$ cat config.mk
export PLATFORM = sky130hd
export DESIGN_NAME = sdram_arbiter
export DESIGN_NICKNAME = d
export VERILOG_FILES = /design/src/rtl/sdram_arb_pkg.sv /design/src/rtl/rr_arbiter3.sv /design/src/rtl/sdram_arbiter.sv
export SDC_FILE = /design/constraint.sdc
export NUM_CORES = 1
export LEC_CHECK = 0
export ABC_AREA = 1
export CAP_MARGIN = 20
export CORE_AREA = 2 2 115 117
export DETAILED_ROUTE_END_ITERATION = 10
export DIE_AREA = 0 0 117 119
export GPL_ROUTABILITY_DRIVEN = 0
export PLACE_DENSITY = 0.85
export SYNTH_ARGS = -nofsm -noshare
export SYNTH_HDL_FRONTEND = slang
export SYNTH_SLANG_ARGS = --single-unit
$ cat constraint.sdc
create_clock -name i_clk -period 5.5 [get_ports i_clk]
set_input_delay 1.1 -clock i_clk [delete_from_list [all_inputs] [get_ports i_clk]]
set_output_delay 1.1 -clock i_clk [all_outputs]
set_load 0.05 [all_outputs]
$ cat src/rtl/sdram_arb_pkg.sv
// Shared types for the SDRAM port arbiter: FSM states, port indices and
// helpers to convert between a port index and its one-hot grant bit.
package sdram_arb_pkg;

  localparam int NUM_PORTS = 3;

  typedef enum logic [1:0] {
    IDLE      = 2'd0,
    ISSUE     = 2'd1,
    WAIT_DATA = 2'd2,
    DONE      = 2'd3
  } state_e;

  typedef enum logic [1:0] {
    PORT_PLAY = 2'd0,
    PORT_REC  = 2'd1,
    PORT_CTL  = 2'd2
  } port_e;

  function automatic port_e onehot_to_port(input logic [NUM_PORTS-1:0] oh);
    port_e p;
    if (oh[1])      p = PORT_REC;
    else if (oh[2]) p = PORT_CTL;
    else            p = PORT_PLAY;
    return p;
  endfunction

  function automatic logic [NUM_PORTS-1:0] port_to_onehot(input port_e p);
    logic [NUM_PORTS-1:0] v;
    v    = '0;
    v[p] = 1'b1;
    return v;
  endfunction

endpackage

$ cat src/rtl/rr_arbiter3.sv
// Three-way round-robin selector: the port after the last granted one has
// the highest priority, the last granted one the lowest.
module rr_arbiter3
  import sdram_arb_pkg::*;
(
  input  logic [NUM_PORTS-1:0] i_req,
  input  port_e                i_last,
  output logic [NUM_PORTS-1:0] o_grant
);

  always_comb begin
    o_grant = '0;
    case (i_last)
      PORT_PLAY: begin
        if (i_req[1])      o_grant = 3'b010;
        else if (i_req[2]) o_grant = 3'b100;
        else if (i_req[0]) o_grant = 3'b001;
      end
      PORT_REC: begin
        if (i_req[2])      o_grant = 3'b100;
        else if (i_req[0]) o_grant = 3'b001;
        else if (i_req[1]) o_grant = 3'b010;
      end
      default: begin
        if (i_req[0])      o_grant = 3'b001;
        else if (i_req[1]) o_grant = 3'b010;
        else if (i_req[2]) o_grant = 3'b100;
      end
    endcase
  end

endmodule

$ cat src/rtl/sdram_arbiter.sv
// Shares one Avalon-MM SDRAM master among play (read), record (write) and
// control (read/write) ports; one command in flight, round-robin grants.
module sdram_arbiter
  import sdram_arb_pkg::*;
#(
  parameter int ADDR_W = 23,
  parameter int DATA_W = 32
) (
  input  logic              i_clk,
  input  logic              i_rst,
  input  logic              play_read,
  input  logic [ADDR_W-1:0] play_addr,
  output logic [DATA_W-1:0] play_readdata,
  output logic              play_finished,
  input  logic              rec_write,
  input  logic [ADDR_W-1:0] rec_addr,
  input  logic [DATA_W-1:0] rec_writedata,
  output logic              rec_finished,
  input  logic              ctl_read,
  input  logic              ctl_write,
  input  logic [ADDR_W-1:0] ctl_addr,
  input  logic [DATA_W-1:0] ctl_writedata,
  output logic [DATA_W-1:0] ctl_readdata,
  output logic              ctl_finished,
  output logic [ADDR_W-1:0] sdram_addr,
  output logic [DATA_W-1:0] sdram_writedata,
  output logic              sdram_read,
  output logic              sdram_write,
  input  logic [DATA_W-1:0] sdram_readdata,
  input  logic              sdram_waitrequest,
  input  logic              sdram_readdatavalid
);

  state_e               state_q, state_d;
  port_e                last_q, last_d;
  port_e                gnt_q, gnt_d;
  port_e                sel;
  logic                 is_write_q, is_write_d;
  logic [ADDR_W-1:0]    addr_q, addr_d;
  logic [DATA_W-1:0]    wdata_q, wdata_d;
  logic [DATA_W-1:0]    rdata_q, rdata_d;
  logic                 sdram_read_q, sdram_read_d;
  logic                 sdram_write_q, sdram_write_d;
  logic [NUM_PORTS-1:0] fin_q, fin_d;
  logic [NUM_PORTS-1:0] req, grant;

  // A control request with both strobes high is treated as a read.
  assign req = {ctl_read | ctl_write, rec_write, play_read};

  rr_arbiter3 u_rr (
    .i_req   (req),
    .i_last  (last_q),
    .o_grant (grant)
  );

  always_comb begin
    state_d       = state_q;
    last_d        = last_q;
    gnt_d         = gnt_q;
    is_write_d    = is_write_q;
    addr_d        = addr_q;
    wdata_d       = wdata_q;
    rdata_d       = rdata_q;
    sdram_read_d  = 1'b0;
    sdram_write_d = 1'b0;
    fin_d         = '0;
    sel           = onehot_to_port(grant);
    case (state_q)
      IDLE: begin
        if (|grant) begin
          gnt_d   = sel;
          last_d  = sel;
          state_d = ISSUE;
          case (sel)
            PORT_PLAY: begin
              addr_d     = play_addr;
              is_write_d = 1'b0;
            end
            PORT_REC: begin
              addr_d     = rec_addr;
              wdata_d    = rec_writedata;
              is_write_d = 1'b1;
            end
            default: begin
              addr_d     = ctl_addr;
              wdata_d    = ctl_writedata;
              is_write_d = ctl_write & ~ctl_read;
            end
          endcase
          sdram_write_d = is_write_d;
          sdram_read_d  = ~is_write_d;
        end
      end
      ISSUE: begin
        if (sdram_waitrequest) begin
          sdram_read_d  = sdram_read_q;
          sdram_write_d = sdram_write_q;
        end else if (is_write_q) begin
          state_d = DONE;
          fin_d   = port_to_onehot(gnt_q);
        end else begin
          state_d = WAIT_DATA;
        end
      end
      WAIT_DATA: begin
        if (sdram_readdatavalid) begin
          rdata_d = sdram_readdata;
          state_d = DONE;
          fin_d   = port_to_onehot(gnt_q);
        end
      end
      DONE: state_d = IDLE;
    endcase
  end

  always_ff @(posedge i_clk or posedge i_rst) begin
    if (i_rst) begin
      state_q       <= IDLE;
      last_q        <= PORT_CTL;
      gnt_q         <= PORT_PLAY;
      is_write_q    <= 1'b0;
      addr_q        <= '0;
      wdata_q       <= '0;
      rdata_q       <= '0;
      sdram_read_q  <= 1'b0;
      sdram_write_q <= 1'b0;
      fin_q         <= '0;
    end else begin
      state_q       <= state_d;
      last_q        <= last_d;
      gnt_q         <= gnt_d;
      is_write_q    <= is_write_d;
      addr_q        <= addr_d;
      wdata_q       <= wdata_d;
      rdata_q       <= rdata_d;
      sdram_read_q  <= sdram_read_d;
      sdram_write_q <= sdram_write_d;
      fin_q         <= fin_d;
    end
  end

  assign sdram_addr      = addr_q;
  assign sdram_writedata = wdata_q;
  assign sdram_read      = sdram_read_q;
  assign sdram_write     = sdram_write_q;
  assign play_readdata   = rdata_q;
  assign ctl_readdata    = rdata_q;
  assign play_finished   = fin_q[PORT_PLAY];
  assign rec_finished    = fin_q[PORT_REC];
  assign ctl_finished    = fin_q[PORT_CTL];

endmodule

# Word level (Yosys, flattened, before mapping)
# Index checks and enable logic that the tools add are counted.
# totals
out_inout_bits	124
reg_bits	99
# op_classes
reduce_logical	9
n_bitwise	5
eq_ne	8
order_cmp	2
mux	33
# op_table
op	n
$pmux W32 S2	1
$pmux W23 S2	1
$mux W3	10
$mux W2	6
$pmux W3 S2	2
$mux W1	8
$pmux W2 S4	1
$eq A2 B1 Y1 const B	3
$logic_not A2 Y1	3
$ne A2 B2 Y1 const B	3
$pmux W1 S2	3
$reduce_and A3 Y1	2
$eq A2 B2 Y1 const B	2
$reduce_and A2 Y1	2
$lt A2 B3 Y1 const B	1
$not A1 Y1	3
$reduce_or A3 Y1	1
$demux W1 S2	1
$ge A2 B1 Y1 const B	1
$and A1 B1 Y1	1
$logic_and A1 B1 Y1	1
$or A1 B1 Y1	1

# Logic depth before layout (Yosys ltp)
# logic_depth
depth_word	14
ltp_mapped	10

# Hierarchy
# From an unflattened synthesis, not the netlist that was laid out.
# unflattened
cells_unflattened	632
hier_area_um2	5141.2
# modules_own_cells
module	seq_area_each_um2	instances	area_per_inst_um2	cells_each
sdram_arbiter	2453.6	1	5062.4	617
rr_arbiter3	0.0	1	78.8	15

# Worst setup path before layout
# Ideal clock, no wire load.
# synth_timing
path_type	input -> register
startpoint	input rec_write
endpoint	register addr_q[0], in the netlist sdram_addr[0]
t_required_ns	5.382
path_slack_ns	3.288
setup_ns	0.118
path_stages	8
arrival_time_ns	2.094
n_path_buf	2
cell_sequence	o21ai_2 -> nand3_4 -> nand3_2 -> nand2_1 -> buf_6 -> buf_6 -> nand2_1 -> nand2_1
# synth_between
elab_chain_len	7
elab_cells_between_ends	14
classes_between	eq/ne (1); mux (10); reduce/logical (3)
# synth_lines
element	line	source
from (decl)	sdram_arbiter.sv:15	input logic rec_write,
$mux W2 / $mux W3 (equally long branches)	rr_arbiter3.sv:22, rr_arbiter3.sv:26	
$mux W3, on equally long branches	rr_arbiter3.sv:21, rr_arbiter3.sv:25	
$mux W3 / $pmux W3 S2 (equally long branches)	rr_arbiter3.sv:20, rr_arbiter3.sv:13	
$pmux W3 S2 *	rr_arbiter3.sv:13	case (i_last)
$mux W2	sdram_arb_pkg.sv:22	if (oh[1]) p = PORT_REC;
$eq A2 B1 Y1 / $logic_not A2 Y1 (equally long branches)	sdram_arbiter.sv:74	case (sel)
$pmux W23 S2	sdram_arbiter.sv:74	
to (signal assigned)	sdram_arbiter.sv:133	addr_q <= addr_d;
to (decl)	sdram_arbiter.sv:39	logic [ADDR_W-1:0] addr_q, addr_d;
# Mark *: on every way between the ends. The rest lies on a longest branch, timed or not.
# A chain may end at the register's enable or synchronous reset.

# Worst setup path in the final report
# layout_timing
startpoint	input ctl_write
endpoint	register wdata_q[13], in the netlist sdram_writedata[13]
# layout_between
elab_chain_len	10
elab_cells_between_ends	16
classes_between	eq/ne (1); mux (10); bitwise (2); reduce/logical (3)
# layout_lines
element	line	source
from (decl)	sdram_arbiter.sv:20	input logic ctl_write,
$or A1 B1 Y1 *	sdram_arbiter.sv:48	assign req = {ctl_read | ctl_write, rec_write, play_read};
$mux W3	rr_arbiter3.sv:27	else if (i_req[2]) o_grant = 3'b100;
$mux W3	rr_arbiter3.sv:26	else if (i_req[1]) o_grant = 3'b010;
$mux W3	rr_arbiter3.sv:25	if (i_req[0]) o_grant = 3'b001;
$pmux W3 S2 *	rr_arbiter3.sv:13	
parallel branches: the longest is 5 deep, another holds $pmux W32 S2	--	
to (signal assigned)	sdram_arbiter.sv:134	wdata_q <= wdata_d;
to (decl)	sdram_arbiter.sv:40	logic [DATA_W-1:0] wdata_q, wdata_d;
# Mark *: on every way between the ends.

==> run summary <==
Final wirelength: 16,100 um
Hold WC Path Type: reg -> reg
Crit start category: input pin
Post-Syn Area per Cell: 7.38 um2
Reg2Reg Depth: 7
Sw Share: 53.7%
Initial antenna violation count: 0
Crit Path Max Fanout: 33
Largest net degree at the start of global routing: 63
Crit-path cells: clkdlybuf4s50_1, inv_1, nand2_1, nand3_4, a21oi_4, inv_2, nand2_1, nand2_1
Maximum VDD drop: 0.300 mV
Async SR Flop Fraction: 100%
Critical path depth in cells: 8
PostCTS Resize Cnt: 0
Critical Path End: sdram_writedata[13]$_DFFE_PP0P_
Buf/Inv on CP: 3
Max clock buf depth: 2
Slowest-stage cell, CP: a21oi_4
I/O pin total: 297
# hold bufs at CTS: 0
WHS: 0.470 ns
Post-synth EDFFs: 0
Max incr delay on CP: 0.81 ns
Worst skew pair latency: 0.33 ns
Slew HR: 34.2%
Most common cell in the netlist: nand2_1
Clk pwr share: 11.0%
CTS HTree Levels: 3
Pwr Density: 676 nW/um2
Hold Vio Cnt, Final: 0
GRT Resource Usage Total: 22.8%
CP endpoint kind: register
Most used DFF post-synth: dfrtp_1
Critical path type: in -> reg
Row count: 42
Reg-to-Reg End: sdram_writedata[13]$_DFFE_PP0P_
Actual slew at the worst max-slew pin: 0.986 ns
Final setup TNS: 0 ns
CTS tree: done
CORE AREA: 12,900 um2
Max-cap violations: 0
Leak pwr: 3.98 nW
Post-CTS Setup Repair Bufs: 0
Via count: 5,318
Seq cells post-synth: 98
Syn nets: 865
Synth cell types: 25
Clock Sinks: 98
Flop pwr share: 23.2%
Detail Route Antenna Nets: 0
DR DRC count: 0
Die area: 13,900 um2
Die Span X: 117 um
Port bufs: 296
Clock slew at reported path FFs: 0.06 ns
First-pass GRT wire length: 25,100 um
FILL cells: 1,123
DRT Pass-1 Iters: 4
Area contributors post-synth: dfrtp_1 48%, nand2_1 29%, nand3_1 5.5%
Critical path data required time: 5.71 ns
Crit path top cell by count: nand2_1
Mapped Cells: 689
R2R Path Start: last_q[1]$_DFFE_PP1P_
Yosys Warn Count: 0
RSZ-0062 raised after global routing: no
Share of post-route cells with drive strength above 1: 3.52%
Area Growth Syn to Fin: 61.0%
Die H: 119 um
Largest area contributor in the synthesized netlist: dfrtp_1
Internal: 0.00256 W
CP startpoint: ctl_write
Minimum clock period: 4.06 ns
Clock skew: 0.00487 ns
P_sw: 0.00297 W
Worst Path Arrival: 4.28 ns
Status: finished clean
Top post-synthesis cells by count: 399 x nand2_1, 97 x dfrtp_1, 56 x nand3_1
Initial Util: 39.5%
DR vias/cell: 4.77
Delay-heaviest family, CP: simple AND/OR/NAND/NOR gates
Mapped Area: 5090 um2
Vias in the first global route: 5,131
1st-iter DRT viols: 345
Gr ovfl total: 0
Yosys top cell area share: 47.7%
Max Slew Vio Count: 0
Setup-violating endpoint count in the final report: 0
DP HPWL: 11,900 um
Per-cell routed wire length: 14.4 um
Final Cycle Share: 73.9%
Nets: 1,110
Antenna diode count: 0
Highest clock rate: 246 MHz
Root buf cell: clkbuf_16
Num CTS Buffers: 9
Comb power frac: 65.8%
Seq/Total Area, Yosys: 48.2%
R2R setup slack: 2.58 ns
==> worst min path at each step <==
stage	startpoint	cells past startpoint	end	slack [ns]
after floorplan	last_q[0]$_DFFE_PP0P_	1	fin_q[0]$_DFF_PP0_	0.45
after global placement	sdram_writedata[9]$_DFFE_PP0P_	2	sdram_writedata[9]$_DFFE_PP0P_	0.45
after detailed placement	sdram_writedata[28]$_DFFE_PP0P_	2	sdram_writedata[28]$_DFFE_PP0P_	0.46
after CTS	sdram_writedata[28]$_DFFE_PP0P_	2	sdram_writedata[28]$_DFFE_PP0P_	0.47
after global routing	sdram_writedata[25]$_DFFE_PP0P_	2	sdram_writedata[25]$_DFFE_PP0P_	0.49
final	sdram_writedata[28]$_DFFE_PP0P_	2	sdram_writedata[28]$_DFFE_PP0P_	0.47
==> power by group through the flow <==
stage / Sequential (W) / Clock, W / Combinational [W]
after CTS: 0.00128 / 0.000624 / 0.00365
after floorplan: 0.00233 / 0 / 0.00155
after detailed placement: 0.00129 / 0 / 0.00365
final: 0.00128 / 0.000609 / 0.00364
after global routing: 0.00133 / 0.000651 / 0.00389
after global placement: 0.00128 / 0 / 0.00359
==> logic make-up after synthesis <==
logic type | after synthesis | share of synthesized area (%)
simple gates | 492 | 39.9
flops | 98 | 48.2
buf+inv | 86 | 9.79
compound gates | 10 | 1.35
fa+ha+maj | 3 | 0.738
==> placed cells by master (no fill, tap or decap), drive strengths merged, types with 2 or more instances in the layout <==
| cell | Yosys | final |
|---|---|---|
| nand2 | 401 | 401 |
| nand3 | 59 | 59 |
| nor2 | 6 | 6 |
| ha | 3 | 3 |
| buf | 54 | 6 |
| a21oi | 2 | 2 |
| clkbuf | 14 | 14 |
| inv | 18 | 18 |
| o21ai | 6 | 6 |
| clkdlybuf4s50 | 0 | 296 |
| dfrtp | 97 | 97 |
| nand4 | 25 | 25 |
==> state kept, by name, indices dropped and copies added, names as in the netlist <==
register	count
ctl_readdata	32
is_write_q	1
sdram_read	1
last_q	2
fin_q	3
gnt_q	1
state_q	2
sdram_writedata	32
sdram_addr	23
sdram_write	1
==> worst min-delay path: stages (launching register included) <==
cell	delay (ns)
dfrtp_1	0.34
nand2_1	0.05
nand2_1	0.05
==> routing by layer <==
metal	wire length [um]	part of all wire (%)	global-route usage [%]	up-vias
met3	1140	7.1	4.89	42
li1	-	-	-	2609
met5	0	0	0	-
met2	7870	49	39.1	233
met4	580	3.6	10.0	0
met1	6470	40	27.3	2434
==> area by class of cell <==
type	count	area [um2]	share of cell area, %
clock buffers	14	284	3.47
clock inverters	1	7.51	0.0916
inverters	18	70.1	0.855
multi-input cells	505	2140	26.1
flip-flops and latches	98	2450	30.0
well taps	176	220	2.69
repair buffers	302	3020	36.9
==> through the flow <==
| stage | utilization (%) | worst slack, ns | area (um2) | instances | total power [W] |
|---|---|---|---|---|---|
| 2_1_floorplan | - | 1.84 | 5090 | 689 | 0.00387 |
| 3_3_place_gp | 61.2 | 1.25 | 7880 | 1098 | 0.00487 |
| 3_5_place_dp | 61.2 | 1.16 | 7880 | 1098 | 0.00494 |
| 4_1_cts | 63.5 | 1.49 | 8170 | 1113 | 0.00556 |
| 5_1_grt | 63.6 | 1.17 | 8190 | 1114 | 0.00587 |
| 6_report | 63.6 | 1.44 | 8190 | 1114 | 0.00554 |
Power figures use the tool's default switching activity.
